### src/rtl/mycpu_pkg.sv
// rtl/mycpu_pkg.sv - shared types and constants for the CPU I/O controller
package mycpu_pkg;

    typedef enum logic [1:0] {
        IO_IDLE = 2'd0,
        IO_REQ  = 2'd1,
        IO_REL  = 2'd2,
        IO_DONE = 2'd3
    } io_state_t;

    localparam int IO_TIMEOUT_DEFAULT = 255;

    // The handshake is "open" while waiting for ack to rise or to fall again.
    function automatic logic io_in_handshake(input io_state_t s);
        return (s == IO_REQ) || (s == IO_REL);
    endfunction

endpackage

### src/rtl/io_timer.sv
// rtl/io_timer.sv - handshake watchdog counter with enable, clear and terminal count
module io_timer #(
    parameter int LIMIT = 255
) (
    input  logic clk,
    input  logic rst_n,
    input  logic en_i,
    input  logic clr_i,
    output logic tc_o
);

    localparam int CW = (LIMIT < 2) ? 1 : $clog2(LIMIT + 1);

    logic [CW-1:0] count_q;
    logic [CW-1:0] count_d;

    // tc fires during the LIMIT-th enabled cycle so the owner leaves on that edge.
    assign tc_o = en_i && (count_q == CW'(LIMIT - 1));

    always_comb begin
        count_d = count_q;
        if (clr_i) begin
            count_d = '0;
        end else if (en_i) begin
            count_d = count_q + 1'b1;
        end
    end

    always_ff @(posedge clk or negedge rst_n) begin
        if (!rst_n) begin
            count_q <= '0;
        end else begin
            count_q <= count_d;
        end
    end

endmodule

### src/rtl/io_ctrl.sv
// rtl/io_ctrl.sv - 4-phase peripheral handshake controller; IO_TIMEOUT_EN adds a watchdog
module io_ctrl
    import mycpu_pkg::*;
#(
    parameter int DW             = 16,
    parameter int AW             = 8,
    parameter int TIMEOUT_CYCLES = IO_TIMEOUT_DEFAULT
) (
    input  logic          clk,
    input  logic          rst_n,
    input  logic          start_in,
    input  logic          wen_in,
    input  logic [DW-1:0] addr_in,
    input  logic [DW-1:0] wdata_in,
    output logic          busy_out,
    output logic          done_out,
    output logic [DW-1:0] rdata_out,
    output logic          err_out,
    output logic          io_req_out,
    output logic          io_we_out,
    output logic [AW-1:0] io_addr_out,
    output logic [DW-1:0] io_wdata_out,
    input  logic          io_ack_in,
    input  logic [DW-1:0] io_rdata_in
);

    io_state_t     state_q, state_d;
    logic [AW-1:0] addr_q, addr_d;
    logic [DW-1:0] wdata_q, wdata_d;
    logic          we_q, we_d;
    logic [DW-1:0] rdata_q, rdata_d;
    logic          timeout_hit;
    logic          accept;

    assign accept = (state_q == IO_IDLE) && start_in;

    generate
        if (AW < DW) begin : g_addr_hi
            logic unused_addr_hi;
            assign unused_addr_hi = ^addr_in[DW-1:AW];
        end
    endgenerate

`ifdef IO_TIMEOUT_EN
    logic err_q, err_d;

    io_timer #(
        .LIMIT (TIMEOUT_CYCLES)
    ) u_io_timer (
        .clk   (clk),
        .rst_n (rst_n),
        .en_i  (io_in_handshake(state_q)),
        .clr_i (!io_in_handshake(state_q)),
        .tc_o  (timeout_hit)
    );

    always_comb begin
        err_d = err_q;
        if (accept) begin
            err_d = 1'b0;
        end else if (timeout_hit && !(state_q == IO_REQ && io_ack_in)
                     && !(state_q == IO_REL && !io_ack_in)) begin
            err_d = 1'b1;
        end
    end

    always_ff @(posedge clk or negedge rst_n) begin
        if (!rst_n) begin
            err_q <= 1'b0;
        end else begin
            err_q <= err_d;
        end
    end

    assign err_out = err_q;
`else
    localparam int unused_timeout_cycles = TIMEOUT_CYCLES;
    assign timeout_hit = 1'b0;
    assign err_out     = 1'b0;
`endif

    // A real handshake step always wins over a watchdog expiring in the same cycle.
    always_comb begin
        state_d = state_q;
        addr_d  = addr_q;
        wdata_d = wdata_q;
        we_d    = we_q;
        rdata_d = rdata_q;
        case (state_q)
            IO_IDLE: begin
                if (start_in) begin
                    state_d = IO_REQ;
                    addr_d  = addr_in[AW-1:0];
                    wdata_d = wdata_in;
                    we_d    = ~wen_in;
                end
            end
            IO_REQ: begin
                if (io_ack_in) begin
                    state_d = IO_REL;
                    if (!we_q) begin
                        rdata_d = io_rdata_in;
                    end
                end else if (timeout_hit) begin
                    state_d = IO_DONE;
                    rdata_d = '1;
                end
            end
            IO_REL: begin
                if (!io_ack_in) begin
                    state_d = IO_DONE;
                end else if (timeout_hit) begin
                    state_d = IO_DONE;
                    rdata_d = '1;
                end
            end
            IO_DONE: begin
                state_d = IO_IDLE;
            end
            default: begin
                state_d = IO_IDLE;
            end
        endcase
    end

    always_ff @(posedge clk or negedge rst_n) begin
        if (!rst_n) begin
            state_q <= IO_IDLE;
            addr_q  <= '0;
            wdata_q <= '0;
            we_q    <= 1'b0;
            rdata_q <= '0;
        end else begin
            state_q <= state_d;
            addr_q  <= addr_d;
            wdata_q <= wdata_d;
            we_q    <= we_d;
            rdata_q <= rdata_d;
        end
    end

    assign busy_out     = (state_q != IO_IDLE);
    assign done_out     = (state_q == IO_DONE);
    assign io_req_out   = (state_q == IO_REQ);
    assign io_we_out    = we_q;
    assign io_addr_out  = addr_q;
    assign io_wdata_out = wdata_q;
    assign rdata_out    = rdata_q;

endmodule

### config.mk
export PLATFORM = sky130hd
export DESIGN_NAME = io_ctrl
export DESIGN_NICKNAME = d
export VERILOG_FILES = /design/src/rtl/mycpu_pkg.sv /design/src/rtl/io_timer.sv /design/src/rtl/io_ctrl.sv
export SDC_FILE = /design/constraint.sdc
export NUM_CORES = 1
export LEC_CHECK = 0
export BUFFER_PORTS_ARGS = -buffer_cell sky130_fd_sc_hd__buf_2
export CAP_MARGIN = 10
export CORE_ASPECT_RATIO = 0.8
export CORE_UTILIZATION = 39
export DETAILED_ROUTE_END_ITERATION = 8
export GPL_ROUTABILITY_DRIVEN = 1
export PLACE_DENSITY = 0.75
export SETUP_SLACK_MARGIN = 0.3
export SKIP_CTS_REPAIR_TIMING = 1
export SYNTH_ARGS = -nofsm -noshare
export SYNTH_HDL_FRONTEND = slang
export SYNTH_SLANG_ARGS = --single-unit
export TNS_END_PERCENT = 5
### constraint.sdc
create_clock -name clk -period 1.35 [get_ports clk]
set_input_delay 0.27 -clock clk [delete_from_list [all_inputs] [get_ports clk]]
set_output_delay 0.27 -clock clk [all_outputs]
set_load 0.01 [all_outputs]
== Yosys cells after proc, flatten, opt, wreduce, memory -nomap -nowiden ==
Cells that the tools add are included.
Word-level totals
  bits in registers: 43
  bits in latches: 0
  RAM bits: 0
  ROM bits: 0
  bits of input ports: 53
  output and inout bits: 45
  word-level logic and storage cells: 22
  memories: 0
Cells by class
  $add $sub $neg: 0
  $mul: 0
  div/mod/pow operators: 0
  $lt $le $gt $ge: 0
  equality and inequality tests: 6
  shift operators: 0
  multiplexer cells: 4
  bitwise logic cells: 2
  reductions and logical operators: 5
Operator list (count)
  $pmux 2 s4: 1
  $mux 2: 3
  $reduce_and 3->1: 2
  $eq 2x2->1 const B: 2
  $ne 2x2->1 const B: 2
  $eq 2x1->1 const B: 1
  $logic_not 2->1: 1
  $ne 2x1->1 const B: 1
  $not 1->1: 2
  $reduce_and 2->1: 1
  $reduce_bool 2->1: 1

== Depth between registers and ports, before layout ==
  depth after elaboration: 3
  gate-level depth with buffers: 6
  mapped depth without buffers: 5

== Worst setup path before layout ==
No wires, ideal clock.
  path kind: register to register
  start point: reg state_q[0]
  end point: reg state_q[1]
  library setup time: 0.125 ns
  arrival: 1.373 ns
  data required time: 1.225 ns
  slack: -0.148 ns
  cell stages (with the launch flop): 6
  path buffers: 0
  clock period less this slack: 1.498 ns
  cells stage by stage: dfrtp_1 inv_1 ha_1 inv_1 o21ai_0 mux2_2
On the way
  word-level cells in the longest chain between the ends: 3
  elaborated cells between the ends (all ways): 9
  classes of those cells: eq/ne: 6; mux: 1; reduce/logical: 2
RTL lines
  from (decl): RTL line io_ctrl.sv:27  | io_state_t state_q, state_d;
  from (signal assigned): RTL line io_ctrl.sv:134  | state_q <= state_d;
  $eq 2x2->1 (tied with other cells): RTL line io_ctrl.sv:89  | case (state_q)
  $ne 2x2->1 (no line) or $ne 2x1->1 (tied branches)
  $reduce_and 3->1 (no line)
Several ways; a longest one is shown, not always the timed one.
A chain may end at the register's enable or synchronous reset.

== Worst setup path after layout ==
  start point: reg state_q[0]
  end point: out busy_out
On the way
  word-level cells in the longest chain between the ends: 1
RTL lines
  $reduce_bool 2->1: RTL line io_ctrl.sv:142  | assign busy_out = (state_q != IO_IDLE);
  to (decl): RTL line io_ctrl.sv:15  | output logic busy_out,
Every way passes these cells.

==> impl_metrics.toml <==
[run_status]
status = "finished with violations"
violations = "negative setup slack"

[die]
coreArea_um2 = 4260
num_io_pins = 98
fp.dieW_um = 76.9
start_util_pct = 41.1
rows = 21
dieArea_um2 = 4760
die_h_um = 61.9

[timing]
tns_ps = -235
final.setup.worst_slack_ps = -51.0
setup_viol = 12
finClkSkew_ps = 18.5
period_minus_slack_ps = 1400
timing.final.max_slew_violations = 0
final_hold_viol_count = 0
clock.fmax_mhz = 714
rsz0062_at_grt = "yes"
period_share_pct = 104

[clock_network]
cts_buffers = 5
root_buffer = "clkbuf_8"
clock-sinks = 43
h-tree-depth = 2
clk_latency_ps = 290
ctsLongestPathBuffers = 2
clkSlewWorstSetupHoldPaths_ps = 80
cts_tree = "built"

[place]
gp_congestion = 0.660
portBuffers = 88
place_ws_ps = -127

[cells_and_area]
nNetsFinal = 267
n_antenna_cell = 0
area_growth_syn_to_layout_pct = 51.6
drive_above_1_share_pct = 75.7

[critical_path]
cp_max_fo = 3
worstPathArrival_ps = 1130
r2r_slack_ps = -30
slowest_stage = "dfrtp_2"
crit_family = "flip-flops"
worstSetupPathType = "reg2out"
start_kind = "flop"
endpoint_kind = "output pin"
crit_chain = "inv_4 -> ha_4 -> inv_2 -> buf_6"
cp.required_ps = 1080
crit_buf_inv = 3
max_stage_delay_ps = 460

[yosys]
synth_cells = 105
synth_most_common_cell = "dfrtp_1"
synth_area_per_cell_um2 = 16.7
ys_seq_area_share_pct = 61.5
ys.warnings.count = 0
synth.distinct_cells = 14
synth_top_area_share_pct = 61.5
syn_nets = 163
yosys-top-cells-count = "43 x dfrtp_1, 31 x mux2_2, 10 x mux2_4"
synth_flop_cell = "dfrtp_1"
synth_area_um2 = 1750
synth-edff-count = 0
ys_async_sr_fraction_pct = 100
synth.area.top_cells = "dfrtp_1 61%, mux2_2 20%, mux2_4 8.6%"
synth_seq_cells = 43
synth_area_leader_cell = "dfrtp_1"

[detailed_routing]
drt_wl_total_um = 3710
drc = 0
vias = 1233
wl_per_cell_um = 13.9
drt-pass1-iter-count = 2
antenna_left = 0
drt-initial-drc-count = 19
via_per_inst = 4.62

[power_and_ir_drop]
p_leak_nw = 1.40
power_density_nw_per_um2 = 2440
ir_worst_vdd_mv = 1.20

[global_routing]
grt-ovfl-total = 0
antenna_found_initial = 0
grt_max_degree = 44
grt_pass1_wl_um = 5040
grt_pass1_vias = 1057
grt_usage_pct = 14.2

[job]
drv_cap = 0

[worst_hold_path]
hold_path.class = "in2reg"
-- cell families (layout without fill, tap and decap cells) --
logic type	count (synthesis)	in the layout	synth area share (%)
muxes	43	43	29.7
DFF	43	43	61.5
buffers and inverters	7	110	2.57
adders and majority gates	5	5	3.57
and+or+nand+nor	4	6	1.93
AOI/OAI and AO/OA	2	2	0.572
other	1	1	0.214
-- worst reg2reg max path, cell delays in order (launching register included) --
cell     delay [ps]
dfrtp_2         440
inv_4            60
ha_4            170
buf_12          140
nand2_8         130
mux2_2          350
-- area by class of cell --
class                   instances  area (µm²)
clock buffers                   5        68.8
multi-input cells              57         781
inverters                       3        13.8
flip-flops and latches         43        1080
clock inverters                 3        43.8
repair buffers                 99         598
well taps                      57        71.3
fillers                       346        1600
-- cell usage in the layout (no fill, tap or decap), drive strengths merged --
master       netlist  final
mux2              41     41
nor2               1      1
nand3b             1      1
dfrtp             43     43
conb               1      1
clkbuf             0      5
nand2              2      4
ha                 5      5
mux2i              2      2
buf                4     98
o21ai              2      2
bufinv             0      1
clkinv             0      2
dlygate4sd3        0      1
inv                3      3
-- registers in the layout, summed over array words and instances, names as in the netlist --
register and cells:
io_addr_out 8, state_q 2, io_wdata_out 16, rdata_out 16
io_we_out 1
-- per-layer routing --
metal / up-vias / wire (µm) / track usage, %
li1: 574 / - / -
met1: 602 / 1680 / 18.1
met2: 55 / 1770 / 23.7
met3: 2 / 248 / 5.11
met4: 0 / 15 / 3.30
met5: - / 0 / 0
-- report_power, final --
part / leakage (nW) / switching, mW / internal (mW)
Clock: 0.0581 / 0.425 / 0.551
Combinational: 0.835 / 1.29 / 1.88
Sequential: 0.509 / 0.366 / 1.96
-- final timing paths --
| check | to | start | cells past startpoint |
|---|---|---|---|
| min in group asynchronous | io_addr_out[1]$_DFFE_PN0P_ | rst_n | 3 |
| max | busy_out | state_q[0]$_DFFE_PN0P_ | 4 |
| min | io_we_out$_DFFE_PN0P_ | wen_in | 2 |
| min reg2reg | rdata_out[3]$_DFFE_PN0P_ | rdata_out[3]$_DFFE_PN0P_ | 1 |
| max reg2reg | io_wdata_out[7]$_DFFE_PN0P_ | state_q[0]$_DFFE_PN0P_ | 5 |
| max in group asynchronous | state_q[0]$_DFFE_PN0P_ | rst_n | 3 |
-- stage by stage --
step	utilization [%]	hold WS (ps)	instances	power, mW	instance area [µm²]
after floorplan	-	-25.6	105	3.90	1800
after global placement	54.7	262	253	4.85	2330
after detailed placement	54.7	260	253	4.95	2330
after CTS	57.3	-49.5	261	5.94	2440
after global routing	62.3	183	267	6.89	2650
final	62.3	176	267	6.47	2650
Power figures use the tool's default switching activity.
